## config.mk

```make
export PLATFORM = sky130hd
export DESIGN_NAME = stack_sequencer
export DESIGN_NICKNAME = d
export VERILOG_FILES = /design/src/rtl/stack_seq_pkg.sv /design/src/rtl/stack_seq_shadow.sv /design/src/rtl/stack_sequencer.sv
export SDC_FILE = /design/constraint.sdc
export NUM_CORES = 1
export LEC_CHECK = 0
export BUFFER_PORTS_ARGS = -buffer_cell sky130_fd_sc_hd__buf_2
export CAP_MARGIN = 30
export CELL_PAD_IN_SITES_DETAIL_PLACEMENT = 0
export CELL_PAD_IN_SITES_GLOBAL_PLACEMENT = 1
export CORE_AREA = 4 4 55 57
export DETAILED_ROUTE_END_ITERATION = 6
export DIE_AREA = 0 0 59 61
export PLACE_DENSITY_LB_ADDON = 0.1
export SLEW_MARGIN = 20
export SYNTH_ARGS = -nofsm -noshare
export SYNTH_HDL_FRONTEND = slang
export SYNTH_SLANG_ARGS = --single-unit
export TNS_END_PERCENT = 20
```

## constraint.sdc

```tcl
create_clock -name clk_2 -period 1.9 [get_ports clk_2]
set_clock_uncertainty 0.1 [all_clocks]
set_input_delay 0.095 -clock clk_2 [delete_from_list [all_inputs] [get_ports clk_2]]
set_output_delay 0.095 -clock clk_2 [all_outputs]
set_load 0.05 [all_outputs]
```

## src/rtl/stack_seq_pkg.sv

```systemverilog
// Shared definitions for the stack pointer sequencer: op codes, state encoding,
// stack page default and the byte-count normalisation helper.
package stack_seq_pkg;

   localparam logic [2:0] OP_PUSH = 3'd0;
   localparam logic [2:0] OP_PULL = 3'd1;
   localparam logic [2:0] OP_TXS  = 3'd2;
   localparam logic [2:0] OP_TSX  = 3'd3;

   localparam logic [7:0] STACK_PAGE_DFLT = 8'h01;

   typedef enum logic [2:0] {
      ST_IDLE      = 3'd0,
      ST_PUSH_ADDR = 3'd1,
      ST_PUSH_DEC  = 3'd2,
      ST_PULL_INC  = 3'd3,
      ST_PULL_ADDR = 3'd4,
      ST_XFER      = 3'd5
   } state_t;

   // A zero count still moves one byte; larger requests saturate at the limit.
   function automatic logic [1:0] eff_count(input logic [1:0] count, input logic [1:0] max_bytes);
      logic [1:0] res;
      res = count;
      if (count == 2'd0)
         res = 2'd1;
      else if (count > max_bytes)
         res = max_bytes;
      return res;
   endfunction

endpackage

```

## src/rtl/stack_seq_shadow.sv

```systemverilog
// Shadow copy of the stack pointer used to flag page wrap-around on push/pull;
// only instantiated when STACK_SEQ_WRAP_DETECT_EN is defined.
module stack_seq_shadow (
   input  logic       clk_2,
   input  logic       reset,
   input  logic       dec,
   input  logic       inc,
   input  logic       load,
   input  logic [7:0] sb_snoop,
   output logic       wrap_err
);

   logic [7:0] sp_q;

   always_ff @(posedge clk_2) begin
      if (reset) begin
         sp_q     <= 8'hFF;
         wrap_err <= 1'b0;
      end else if (load) begin
         sp_q     <= sb_snoop;
         wrap_err <= 1'b0;
      end else if (dec) begin
         sp_q <= sp_q - 8'd1;
         if (sp_q == 8'h00)
            wrap_err <= 1'b1;
      end else if (inc) begin
         sp_q <= sp_q + 8'd1;
         if (sp_q == 8'hFF)
            wrap_err <= 1'b1;
      end
   end

endmodule

```

## src/rtl/stack_sequencer.sv

```systemverilog
// Cycle sequencer for the stack pointer: turns one push/pull/TXS/TSX command into
// per-cycle datapath strobes. Optional wrap detection via STACK_SEQ_WRAP_DETECT_EN.
//
// state        | meaning
// ST_IDLE      | waiting for start; rw=1, no strobes
// ST_PUSH_ADDR | S drives ADL, stack page on ADH, write cycle
// ST_PUSH_DEC  | S via SB through ALU-1, reloaded into S
// ST_PULL_INC  | S via SB through ALU+1, reloaded into S
// ST_PULL_ADDR | S drives ADL, stack page on ADH, read cycle
// ST_XFER      | single-cycle X<->S transfer (TXS or TSX)
module stack_sequencer
   import stack_seq_pkg::*;
#(
   parameter int         MAX_BYTES  = 3,
   parameter logic [7:0] STACK_PAGE = STACK_PAGE_DFLT
) (
   input  logic       clk_2,
   input  logic       reset,
   input  logic       start,
   input  logic [2:0] op,
   input  logic [1:0] count,
   input  logic [7:0] sb_snoop,
   output logic       busy,
   output logic       done,
   output logic       s_load,
   output logic       s_s,
   output logic       s_sb,
   output logic       s_adl,
   output logic       adh_en,
   output logic [7:0] adh_out,
   output logic       alu_inc,
   output logic       alu_dec,
   output logic       rw,
   output logic [1:0] byte_idx,
   output logic       x_sb,
   output logic       x_load,
   output logic       wrap_err
);

   localparam logic [1:0] MAX_CNT = 2'(MAX_BYTES);

   state_t     state_q, state_d;
   logic [2:0] op_q, op_d;
   logic [1:0] cnt_q, cnt_d;
   logic [1:0] idx_q, idx_d;
   logic       done_q, done_d;
   logic       last_byte;

   assign last_byte = (idx_q == cnt_q - 2'd1);

   always_ff @(posedge clk_2) begin
      if (reset) begin
         state_q <= ST_IDLE;
         op_q    <= OP_PUSH;
         cnt_q   <= 2'd1;
         idx_q   <= 2'd0;
         done_q  <= 1'b0;
      end else begin
         state_q <= state_d;
         op_q    <= op_d;
         cnt_q   <= cnt_d;
         idx_q   <= idx_d;
         done_q  <= done_d;
      end
   end

   always_comb begin
      state_d = state_q;
      op_d    = op_q;
      cnt_d   = cnt_q;
      idx_d   = idx_q;
      done_d  = 1'b0;
      unique case (state_q)
         ST_IDLE: begin
            if (start && (op[2] == 1'b0)) begin
               op_d  = op;
               cnt_d = eff_count(count, MAX_CNT);
               idx_d = 2'd0;
               if (op == OP_PUSH)
                  state_d = ST_PUSH_ADDR;
               else if (op == OP_PULL)
                  state_d = ST_PULL_INC;
               else
                  state_d = ST_XFER;
            end
         end
         ST_PUSH_ADDR: state_d = ST_PUSH_DEC;
         ST_PUSH_DEC: begin
            if (last_byte) begin
               state_d = ST_IDLE;
               done_d  = 1'b1;
            end else begin
               idx_d   = idx_q + 2'd1;
               state_d = ST_PUSH_ADDR;
            end
         end
         ST_PULL_INC: state_d = ST_PULL_ADDR;
         ST_PULL_ADDR: begin
            if (last_byte) begin
               state_d = ST_IDLE;
               done_d  = 1'b1;
            end else begin
               idx_d   = idx_q + 2'd1;
               state_d = ST_PULL_INC;
            end
         end
         ST_XFER: begin
            state_d = ST_IDLE;
            done_d  = 1'b1;
         end
         default: state_d = ST_IDLE;
      endcase
   end

   always_comb begin
      s_load  = 1'b0;
      s_s     = 1'b0;
      s_sb    = 1'b0;
      s_adl   = 1'b0;
      adh_en  = 1'b0;
      alu_inc = 1'b0;
      alu_dec = 1'b0;
      rw      = 1'b1;
      x_sb    = 1'b0;
      x_load  = 1'b0;
      unique case (state_q)
         ST_PUSH_ADDR: begin
            s_adl  = 1'b1;
            adh_en = 1'b1;
            rw     = 1'b0;
         end
         ST_PUSH_DEC: begin
            s_sb    = 1'b1;
            alu_dec = 1'b1;
            s_load  = 1'b1;
            s_s     = 1'b1;
         end
         ST_PULL_INC: begin
            s_sb    = 1'b1;
            alu_inc = 1'b1;
            s_load  = 1'b1;
            s_s     = 1'b1;
         end
         ST_PULL_ADDR: begin
            s_adl  = 1'b1;
            adh_en = 1'b1;
         end
         ST_XFER: begin
            if (op_q == OP_TXS) begin
               x_sb   = 1'b1;
               s_load = 1'b1;
               s_s    = 1'b1;
            end else begin
               s_sb   = 1'b1;
               x_load = 1'b1;
            end
         end
         default: ;
      endcase
   end

   assign busy     = (state_q != ST_IDLE);
   assign done     = done_q;
   assign byte_idx = idx_q;
   assign adh_out  = STACK_PAGE;

`ifdef STACK_SEQ_WRAP_DETECT_EN
   logic shadow_dec, shadow_inc, shadow_load;

   assign shadow_dec  = (state_q == ST_PUSH_DEC);
   assign shadow_inc  = (state_q == ST_PULL_INC);
   assign shadow_load = (state_q == ST_XFER) && (op_q == OP_TXS);

   stack_seq_shadow u_shadow (
      .clk_2    (clk_2),
      .reset    (reset),
      .dec      (shadow_dec),
      .inc      (shadow_inc),
      .load     (shadow_load),
      .sb_snoop (sb_snoop),
      .wrap_err (wrap_err)
   );
`else
   logic unused_snoop;
   assign unused_snoop = ^sb_snoop;
   assign wrap_err     = 1'b0;
`endif

endmodule

```

==> impl.org <==
** Place
- Buffers placed on the I/O ports in this run total 21.
- After legalization and detailed placement, the total HPWL measured 1260 um.
- In this run, placement finished with an instance count of 136.
- Standard cell area after detailed placement :: 825 um^2
- At the end of routability-driven placement, the weighted congestion stood at 0.629.

** Global routing
- Overall routing resource usage :: 0.102
- The number of antenna violations at the first check in global routing is 0.
- Number of global-route vias before repair :: 570
- Maximum number of pins on one net before global-route repair :: 12
- The first global-routing pass estimated 2680 um of wire.
- The total overflow left after global routing is 0.

** Critical path
- CP top delay family :: buffers and inverters
- Largest stage delay on the critical path :: 470 ps
- The worst setup path is of the flip-flop to primary output kind.
- The largest individual stage delay along the critical path comes from the cell sky130_fd_sc_hd__dfxtp_1.
- Walking the worst path, the cells encountered are buf_4 > nand3b_1 > o21ai_1 > buf_2.
- Launching element type of the critical path :: flip-flop
- Kind of capture point of the worst setup path :: primary output
- For the worst setup path, the data required time is 1700 ps.
- Arrival time at the worst endpoint :: 1550 ps
- Buf+Inv Stages, Crit Path :: 2
- In this run the worst path has a maximum fanout of 7.

** Logic synthesis
- Yosys mapped a number of flops with a built-in enable equal to 0.
- Cell accounting for the most synthesized area :: sky130_fd_sc_hd__dfxtp_1
- Synthesis produced a netlist whose cell count is 89.
- For this run, the leading register cell type out of synthesis is sky130_fd_sc_hd__dfxtp_1.
- Synth Area per Inst :: 8.13 um^2
- Of the post-synthesis cell area, the dominant cell type holds 0.304.
- For this run, the register share of the synthesized area comes to 0.304.
- The synthesized netlist occupies a cell area of 723 um^2.
- Count of distinct cell types in the synthesized netlist :: 34
- Counting flops and latches in the post-synthesis netlist gives 11.
- For this run, the number of Yosys warnings is 0.
- In the post-synthesis netlist, the biggest area contributors are sky130_fd_sc_hd__dfxtp_1 30%, sky130_fd_sc_hd__buf_4 11%, sky130_fd_sc_hd__nor2_1 6.2%.
- Share of synthesized registers carrying an async set or reset :: 0

** Final layout
- In the final layout, the share of cells above drive strength 1 is 0.283.
- The number of antenna diodes in the final layout is 0.
- Compared with the post-synthesis result, the final layout area differs by 22.1%.
- The finished cells cover 883 um^2.
- Final layout net count :: 130
- Number of cells in the finished layout apart from fillers :: 143
- Post-Route Utilization :: 0.357

** Floorplanning
- The die is 59 um wide.
- In this run the core area contains 18 standard-cell rows.
- The total area inside the core boundary comes to 0.00248 mm^2.
- Ports :: 39
- Die Area :: 0.00360 mm^2
- The initial utilization of the core area, before any placement, comes to 0.292.
- Measured along the y axis, the die boundary spans 61 um.

** Power
- In this run the power density over the cells is 695 mW/mm^2.
- IR analysis of the VDD net gives a maximum drop of 375 uV.
- Static leakage :: 0.411 nW

** Clocking
- After clock tree synthesis, the clock-pin slew on the worst setup and hold paths is 70 ps.
- CTS Sinks :: 11
- TritonCTS clock tree :: yes
- Clock buffer depth :: 2
- Buffers added to address setup during post-CTS repair amount to 0.
- CTS Root Buffer Type :: sky130_fd_sc_hd__clkbuf_4
- In this run the number of H-tree levels came out at 1.
- TritonCTS created 3 clock buffers.
- At the later pin of the worst-skew pair, clock insertion delay measures 270 ps.

** STA
- Across all hold checks on the routed design, the worst slack comes to 44.6 ps.
- Fin. Hold Viols :: 0
- Tmin final :: 1750 ps
- Fraction of the cycle the final worst path needs :: 0.920
- Final setup fails :: 0
- Derived from the worst setup path, the maximum achievable clock frequency is 0.572 GHz.
- Setup repair after global routing left no endpoint under its margin.
- The max-slew violation count was 0.

** Route
- Routed Wire Length :: 1590 um
- Number of iterations in the first detailed-routing pass :: 4
- The routed layout has 634 vias.
- After the first detailed-routing iteration, the DRC count stood at 8.
- In the final routed layout, each cell accounts on average for 11.1 um.
- In the routed design, unresolved DRC markers number 0.
- Final antenna-violating net count :: 0
- Post-detailed-route via-to-cell ratio :: 4.43

** Flow run
- Across the run, the number of max-cap violations was 0.

** Outcome
- The flow ran to the end, and the final reports show no timing, DRC or antenna violations.

** Worst hold path
- The tightest min-delay check is of the primary input to flip-flop type.
cell usage in the layout (no fill, tap or decap), drive strengths merged, types with 2 or more instances in the layout:
master        n
nor3b         2
dlygate4sd3   3
buf          25
a2111oi       2
clkbuf        3
a31oi         2
nor3          3
nor2b         2
mux2i         4
dfxtp        11
or3           2
nand2b        3
a21oi         5
nand2         3
o21ai         3
conb          9
nor2         12
and2          3
xnor2         2
logic make-up (layout without fill, tap and decap cells):
family / count (synthesis) / count (layout) / synth area share
AO/OA/AOI/OAI: 19 / 19 / 0.183
XOR/XNOR: 2 / 2 / 0.0242
buffers and inverters: 16 / 33 / 0.140
flip-flops: 11 / 11 / 0.304
multiplexers: 4 / 4 / 0.0554
other: 2 / 9 / 0.0104
AND/OR/NAND/NOR: 35 / 35 / 0.282
power breakdown:
part	switching (mW)	internal (mW)
Sequential	0.0137	0.240
Clock	0.0870	0.0781
Combinational	0.141	0.0539
Total	0.242	0.372
synth_stat cells (all sizes together) (3+ instances only):
cell	number
o21ai	3
a21oi	5
mux2i	4
buf	12
nor3	3
nor2	12
and2	3
dfxtp	11
nand2b	3
clkbuf	3
nand2	3
metrics by stage:
step	setup slack (ps)	setup TNS [ps]	power [mW]
after floorplan	-250	-328	0.426
after global placement	246	0	0.451
after detailed placement	270	0	0.450
after CTS	90.8	0	0.621
after global routing	29.7	0	0.653
final	153	0	0.614
what timing repair did:
item / in CTS / in global routing
gates resized for setup: 0 / 1
hold buffers: 3 / 0
hold endpoints to repair: 3 / 0
endpoints found under the setup margin: 0 / 1
state kept, by name (all words and copies together) (netlist names):
signal,count
op_q,3
state_q,3
byte_idx,2
cnt_q,2
done,1
final cells by class:
cell class	count	area [um^2]
timing repair buffer	28	165
fill	288	1590
inverter	1	3.75
clock inverter	1	5.00
tap	30	37.5
sequential	11	221
clock buffer	3	22.5
multi-input combinational	69	428
worst reg2reg max path: cells and delay by family (launching register included):
kind	cells	cell delay, ps
flip-flops	1	380
AND/OR/NAND/NOR	3	810
multiplexers	1	230
metal layers:
layer,wire (um),global-route usage
met2,744,0.161
met3,112,0.0489
met1,720,0.121
met5,0,0
met4,12,0.0388
path summary, 6_finish.rpt:
kind	start	endpoint	slack [ps]	cells past startpoint
setup / recovery	state_q[2]	s_s	150	4
hold / removal	reset	done	40	2
setup reg to reg	state_q[1]	op_q[1]	270	4
hold reg to reg	op_q[2]	op_q[2]	380	1
No activity file was read; power rests on OpenSTA's default activity.
